<file path="config.mk">
export PLATFORM = sky130hd
export DESIGN_NAME = mmio_ctrl
export DESIGN_NICKNAME = d
export VERILOG_FILES = /design/src/rtl/io_map_pkg.sv /design/src/rtl/io_counter.sv /design/src/rtl/mmio_ctrl.sv
export SDC_FILE = /design/constraint.sdc
export NUM_CORES = 1
export LEC_CHECK = 0
export ABC_AREA = 1
export BUFFER_PORTS_ARGS = -buffer_cell sky130_fd_sc_hd__buf_2
export CORE_MARGIN = 2
export CORE_UTILIZATION = 45
export DETAILED_ROUTE_END_ITERATION = 10
export GPL_TIMING_DRIVEN = 0
export PLACE_DENSITY = 0.64
export SYNTH_ARGS = -nofsm -noshare
export SYNTH_HDL_FRONTEND = slang
export SYNTH_SLANG_ARGS = --single-unit
</file>
<file path="constraint.sdc">
create_clock -name clk -period 2.05 [get_ports clk]
set_input_delay 0.615 -clock clk [delete_from_list [all_inputs] [get_ports clk]]
set_output_delay 0.615 -clock clk [all_outputs]
set_load 0.05 [all_outputs]
</file>
<file path="src/rtl/io_map_pkg.sv">
// io_map_pkg: shared constants for the memory-mapped I/O block.
//   - default base address of the I/O region
//   - byte offsets of every register, relative to the base
//   - bit positions inside the status word
package io_map_pkg;

  localparam logic [31:0] BASE_ADDR_DEF = 32'h8000_0000;

  // Register offsets (byte addresses relative to the base).
  localparam logic [7:0] OFF_STATUS  = 8'h00;  // R : {tx_ovr, rx_full, ~tx_full}
  localparam logic [7:0] OFF_RX      = 8'h04;  // R : received byte
  localparam logic [7:0] OFF_TX      = 8'h08;  // W : byte to transmit
  localparam logic [7:0] OFF_CYCLE   = 8'h10;  // R : cycle count
  localparam logic [7:0] OFF_INST    = 8'h14;  // R : instruction count
  localparam logic [7:0] OFF_CNT_CLR = 8'h18;  // W : zero all counters
  localparam logic [7:0] OFF_BR      = 8'h1C;  // R : branch count
  localparam logic [7:0] OFF_BR_OK   = 8'h20;  // R : correct-branch count

  // Status word bit indices.
  localparam int ST_TX_READY = 0;
  localparam int ST_RX_FULL  = 1;
  localparam int ST_TX_OVR   = 2;

endpackage

</file>
<file path="src/rtl/io_counter.sv">
// io_counter: free-standing performance counter.
//   clk, rst_n : clock, asynchronous active-low reset
//   inc        : add one this cycle
//   clr        : zero next cycle; wins over inc
//   q          : current count, wraps modulo 2^CNT_W
module io_counter #(
  parameter int CNT_W = 32
) (
  input  logic             clk,
  input  logic             rst_n,
  input  logic             inc,
  input  logic             clr,
  output logic [CNT_W-1:0] q
);

  always_ff @(posedge clk or negedge rst_n) begin
    if (!rst_n) begin
      q <= '0;
    end else if (clr) begin
      q <= '0;
    end else if (inc) begin
      q <= q + CNT_W'(1);
    end
  end

endmodule

</file>
<file path="src/rtl/mmio_ctrl.sv">
// mmio_ctrl: memory-mapped I/O block serving the memory stage.
//   clk, rst_n        : clock, asynchronous active-low reset
//   io_addr/io_wdata  : word-aligned byte address and store data
//   io_we/io_wea      : store pulse and byte mask
//   io_re/io_rdata    : load pulse; read data registered, valid one cycle later
//   inst_retired, br_retired, br_correct : performance counter events
//   uart_tx_*         : one-entry TX buffer toward the transmitter
//   uart_rx_*         : one-entry RX buffer from the receiver
//
// Handshake semantics (both UART ports): a byte moves in exactly the cycles
// where valid && ready are both high at the rising clock edge. The source
// holds valid and data stable until that happens; ready may change freely.
module mmio_ctrl
  import io_map_pkg::*;
#(
  parameter logic [31:0] BASE_ADDR = BASE_ADDR_DEF,
  parameter int          CNT_W     = 32
) (
  input  logic        clk,
  input  logic        rst_n,
  input  logic [31:0] io_addr,
  input  logic [31:0] io_wdata,
  input  logic        io_we,
  input  logic [3:0]  io_wea,
  input  logic        io_re,
  output logic [31:0] io_rdata,
  input  logic        inst_retired,
  input  logic        br_retired,
  input  logic        br_correct,
  output logic [7:0]  uart_tx_data,
  output logic        uart_tx_valid,
  input  logic        uart_tx_ready,
  input  logic [7:0]  uart_rx_data,
  input  logic        uart_rx_valid,
  output logic        uart_rx_ready
);

  // ---------------------------------------------------------------- decode
  logic [31:0] off_full;
  logic [7:0]  off;
  logic        hit;
  logic        wr_en;
  logic        rd_en;

  assign off_full = io_addr - BASE_ADDR;
  assign hit      = (off_full[31:8] == 24'h0);
  assign off      = off_full[7:0];
  assign wr_en    = io_we && hit;
  // A simultaneous store wins: the load is dropped with all its side effects.
  assign rd_en    = io_re && !io_we;

  logic tx_store, cnt_clr, stat_rd, rx_rd;
  assign tx_store = wr_en && (off == OFF_TX) && io_wea[0];
  assign cnt_clr  = wr_en && (off == OFF_CNT_CLR);
  assign stat_rd  = rd_en && hit && (off == OFF_STATUS);
  assign rx_rd    = rd_en && hit && (off == OFF_RX);

  // ------------------------------------------------------------- TX buffer
  logic tx_full, tx_ovr, tx_hs;
  assign tx_hs         = tx_full && uart_tx_ready;
  assign uart_tx_valid = tx_full;

  always_ff @(posedge clk or negedge rst_n) begin
    if (!rst_n) begin
      tx_full      <= 1'b0;
      uart_tx_data <= 8'h00;
    end else if (tx_store && !tx_full) begin
      tx_full      <= 1'b1;
      uart_tx_data <= io_wdata[7:0];
    end else if (tx_hs) begin
      tx_full      <= 1'b0;
    end
  end

  // A store that finds the buffer full is lost, even when the handshake
  // frees the entry in that same cycle. A status load clears the flag after
  // the value has been sampled into the read mux.
  always_ff @(posedge clk or negedge rst_n) begin
    if (!rst_n) begin
      tx_ovr <= 1'b0;
    end else if (tx_store && tx_full) begin
      tx_ovr <= 1'b1;
    end else if (stat_rd) begin
      tx_ovr <= 1'b0;
    end
  end

  // ------------------------------------------------------------- RX buffer
  logic       rx_full, rx_full_d, rx_hs;
  logic [7:0] rx_byte;
  assign rx_hs = uart_rx_valid && uart_rx_ready;

  // Load-clear and capture never coincide: capture needs ready (=empty),
  // and a load of an empty buffer has no effect.
  always_comb begin
    rx_full_d = rx_full;
    if (rx_rd && rx_full) begin
      rx_full_d = 1'b0;
    end else if (rx_hs) begin
      rx_full_d = 1'b1;
    end
  end

  // ready is its own flop, loaded from the next-state of rx_full, so the
  // receiver never sees a combinational path from io_re.
  always_ff @(posedge clk or negedge rst_n) begin
    if (!rst_n) begin
      rx_full       <= 1'b0;
      rx_byte       <= 8'h00;
      uart_rx_ready <= 1'b1;
    end else begin
      rx_full       <= rx_full_d;
      uart_rx_ready <= ~rx_full_d;
      if (rx_hs) begin
        rx_byte <= uart_rx_data;
      end
    end
  end

  // -------------------------------------------------------------- counters
  logic [CNT_W-1:0] cyc_q, inst_q, br_q, br_ok_q;

  io_counter #(.CNT_W(CNT_W)) u_cyc_cnt (
    .clk(clk), .rst_n(rst_n), .inc(1'b1), .clr(cnt_clr), .q(cyc_q)
  );
  io_counter #(.CNT_W(CNT_W)) u_inst_cnt (
    .clk(clk), .rst_n(rst_n), .inc(inst_retired), .clr(cnt_clr), .q(inst_q)
  );
  io_counter #(.CNT_W(CNT_W)) u_br_cnt (
    .clk(clk), .rst_n(rst_n), .inc(br_retired), .clr(cnt_clr), .q(br_q)
  );
  io_counter #(.CNT_W(CNT_W)) u_br_ok_cnt (
    .clk(clk), .rst_n(rst_n), .inc(br_retired && br_correct), .clr(cnt_clr),
    .q(br_ok_q)
  );

  // ------------------------------------------------------- read mux / rdata
  logic [31:0] rmux;

  always_comb begin
    rmux = 32'h0;
    if (hit) begin
      case (off)
        OFF_STATUS: begin
          rmux[ST_TX_READY] = ~tx_full;
          rmux[ST_RX_FULL]  = rx_full;
          rmux[ST_TX_OVR]   = tx_ovr;
        end
        OFF_RX:    rmux = {24'h0, rx_byte};
        OFF_CYCLE: rmux = 32'(cyc_q);
        OFF_INST:  rmux = 32'(inst_q);
        OFF_BR:    rmux = 32'(br_q);
        OFF_BR_OK: rmux = 32'(br_ok_q);
        default:   rmux = 32'h0;
      endcase
    end
  end

  always_ff @(posedge clk or negedge rst_n) begin
    if (!rst_n) begin
      io_rdata <= 32'h0;
    end else if (rd_en) begin
      io_rdata <= rmux;
    end
  end

  // Upper store bytes are not used by any register.
  logic unused_bits;
  assign unused_bits = ^{io_wdata[31:8], io_wea[3:1]};

endmodule
</file>
==> impl_results.md <==
* Status: finished clean
* Setup ws final at 0.137 ns
* Worst-path clk slew at 0.07 ns
* Routed len/inst at 16.5 um
* Root buffer cell: clkbuf_16
* Drt via density at 5.21
* Post-route minimum period at 1.91 ns
* Cell variety after synth at 35
* Rows at 56
* Setup crit end kind: flop
* Bufs and invs on worst path at 4
* Worst path arrival time at 2.29 ns
* Worst reg2reg endpoint: u_br_cnt.q[24]
* Worst-margin pin slew at 0.701 ns
* Syn. warnings at 0
* WP data required at 2.43 ns
* H-tree levels at 4
* Crit. Startpoint: io_addr[7]
* Latest clock arrival within the worst-skew pair at 0.45 ns
* DRC violations left at 0
* Num CTS Buffers at 17
* DR iter-0 viols at 947
* First-pass GRT wire length at 55200 um
* GRT Residual Overflow at 0
* HPWL Detailed at 26500 um
* Period utilisation layout at 93.3%
* Die width at 160 um
* GP Congestion at 0.956
* Count of state elements after synthesis at 180
* Fmax at 0.523 GHz
* Vias at 10900
* CTS sink count at 180
* Die area at 0.0255 sq mm
* CTS tree: built
* Critical Path End: io_rdata[30]
* Pwr dens at 702 mW/mm^2
* Largest net degree at the start of global routing at 110
* Max IR drop VDD at 519 uV
* Antenna-violating nets left at 0
* Min-Delay Path Class: input port to async pin
* Layout Area Growth over Synthesis at 14.5%
* Slew HR at 53.3%
* Max Slew Vio Count at 0
* Final Hold Viols at 0
* Layout cell share with drive strength beyond 1 at 10.7%
* Reg2reg setup slack at 0.19 ns
* Slowest CP cell: nor2_2
* Cell Area, Placed at 0.0118 sq mm
* # diodes at 0
* Pre-CTS setup slack at -0.432 ns
* Post-CTS Setup Inserts at 0
* Hold buffer count at CTS at 0
* Design Power at 8.77 mW
* Post-Route Setup TNS at 0 ns
* Startpoint type of the worst setup path: input port
* Aggregate global-route resource usage at 27.7%
* Syn Nets at 1730
* Crit-path cells: buf_2 > nor2_2 > nand3_2 > nor2_2 > inv_2 > nand2_1 > nor2_1 > nor2_2 > buf_4 > buf_6 > nand2_1 > nand2_1
* Max Cap Viol at 0
* Final net count at 1848
* Syn Std Cell Area at 0.0109 sq mm
* Initial antenna violation count at 0
* FF-to-FF path depth at 9
* Initial Util at 46.2%
* CP delay by family, top: simple AND/OR/NAND/NOR gates
* Worst-path fanout max at 10
* Clk_skew at 0.0114 ns
* Post-synth EDFFs at 0
* Design area at 0.0125 sq mm
* Setup-failing EPs final at 0
* Final wirelength at 34500 um
* R2R Path Start: u_br_cnt.q[0]
* Average size of a mapped cell at 6.65 sq um
* Final core occ at 52.9%
* Seq/Total Area, Yosys at 41.3%
* Via count of the first global-routing pass at 10200
* Worst setup path class: input port to flop
* Most common flop cell mapped by yosys: dfrtp_1
* DRT Pass-1 Iters at 7
* Crit path depth at 12
* Clk buf depth at 2
* Share of synthesized registers carrying an async set or reset at 100%
* Mapped Cells at 1641
* Die Y at 160 um
* IO Pins at 127
* Total core area at 0.0236 sq mm
* RSZ-0062 raised after global routing: false
* Critical path's largest stage delay at 0.31 ns
* Leakage at 6.66 nW
* PortBufs at 98
## layer usage
metal | global-route usage (%) | vias up | wire length [um]
met3 | 4.52 | 43 | 2140
met4 | 8.43 | 0 | 818
met5 | 0 | - | 0
met2 | 44.3 | 328 | 15800
met1 | 38.7 | 5076 | 15700
li1 | - | 5440 | -
## cells in the mapped netlist (2+ instances only)
cell / instances / share of area [%]
a21oi_1: 21 / 0.96
and2_1: 2 / 0.11
and3_1: 2 / 0.11
buf_1: 2 / 0.069
buf_2: 21 / 0.96
buf_4: 3 / 0.21
clkbuf_1: 21 / 0.72
clkinv_1: 4 / 0.14
dfrtp_1: 179 / 41
ha_1: 4 / 0.46
inv_1: 159 / 5.5
inv_2: 7 / 0.24
nand2_1: 520 / 18
nand3_1: 183 / 8.4
nand3_2: 4 / 0.37
nand3b_1: 2 / 0.14
nand4_1: 55 / 3.2
nor2_1: 315 / 11
nor2_2: 11 / 0.63
nor2_4: 3 / 0.31
nor3_1: 33 / 1.5
nor3_2: 4 / 0.37
o21ai_0: 29 / 1.3
o21bai_1: 4 / 0.28
o22ai_1: 2 / 0.11
xnor2_1: 18 / 1.4
xor2_1: 25 / 2.0
## registers in the layout, indices dropped and copies added, names as in the netlist, 8 cells and up
signal / cells
io_rdata: 32
rx_byte: 8
u_br_cnt.q: 32
u_br_ok_cnt.q: 32
u_cyc_cnt.q: 32
u_inst_cnt.q: 32
uart_tx_data: 8
## power by group
group | switching (mW) | internal (mW) | total [mW]
combinational | 0.660 | 0.373 | 1.03
sequential | 0.314 | 3.83 | 4.14
clock | 1.48 | 2.11 | 3.60
total | 2.46 | 6.31 | 8.77
## repair_timing
action	in CTS	in global routing
resized for setup	0	7
setup endpoints to repair	0	50
endpoints found under the hold margin	0	0
## layout make-up
class / instances / area (sq um)
Clock buffer: 20 / 457
Tap cell: 319 / 399
Inverter: 170 / 638
Multi-Input combinational cell: 1243 / 5570
Clock inverter: 11 / 175
Sequential cell: 180 / 4510
Fill cell: 2427 / 11100
Buffer: 48 / 228
Timing Repair Buffer: 99 / 528
## logic make-up (layout without fill, tap and decap cells)
kind of cell	count (synthesis)	in the layout	synth area share (%)
fa+ha+maj	4	4	0.459
simple gates	1138	1138	44.1
compound gates	58	58	2.80
buf+inv	218	348	7.91
flops	180	180	41.3
xor+xnor	43	43	3.45
## metrics by stage
step                      hold WS (ns)  instances
after detailed placement         0.459       2059
final                           0.0954       2090
after CTS                        0.142       2090
after global placement           0.451       2058
after floorplan                  0.319       1641
after global routing             0.161       2090
## cell usage in the layout (no fill, tap or decap), types with 21 or more instances in the layout
master    instances
nand2_1         519
nor2_1          313
nand3_1         183
dfrtp_1         179
inv_1           159
buf_2           117
nand4_1          55
nor3_1           32
o21ai_0          29
xor2_1           25
clkbuf_1         22
a21oi_1          21
## how the worst min path moves through the flow
stage / from / to / slack (ns) / depth (start not counted)
floorplan: rst_n / io_rdata[0] / 0.32 / 0
finish: rst_n / u_br_ok_cnt.q[18] / 0.1 / 1
global placement: uart_tx_data[3] / uart_tx_data[3] / 0.45 / 2
global route: rst_n / u_br_ok_cnt.q[18] / 0.16 / 1
detailed placement: uart_tx_data[7] / uart_tx_data[7] / 0.46 / 2
CTS: rst_n / u_br_ok_cnt.q[18] / 0.14 / 1
No activity file was read; power rests on OpenSTA's default activity.
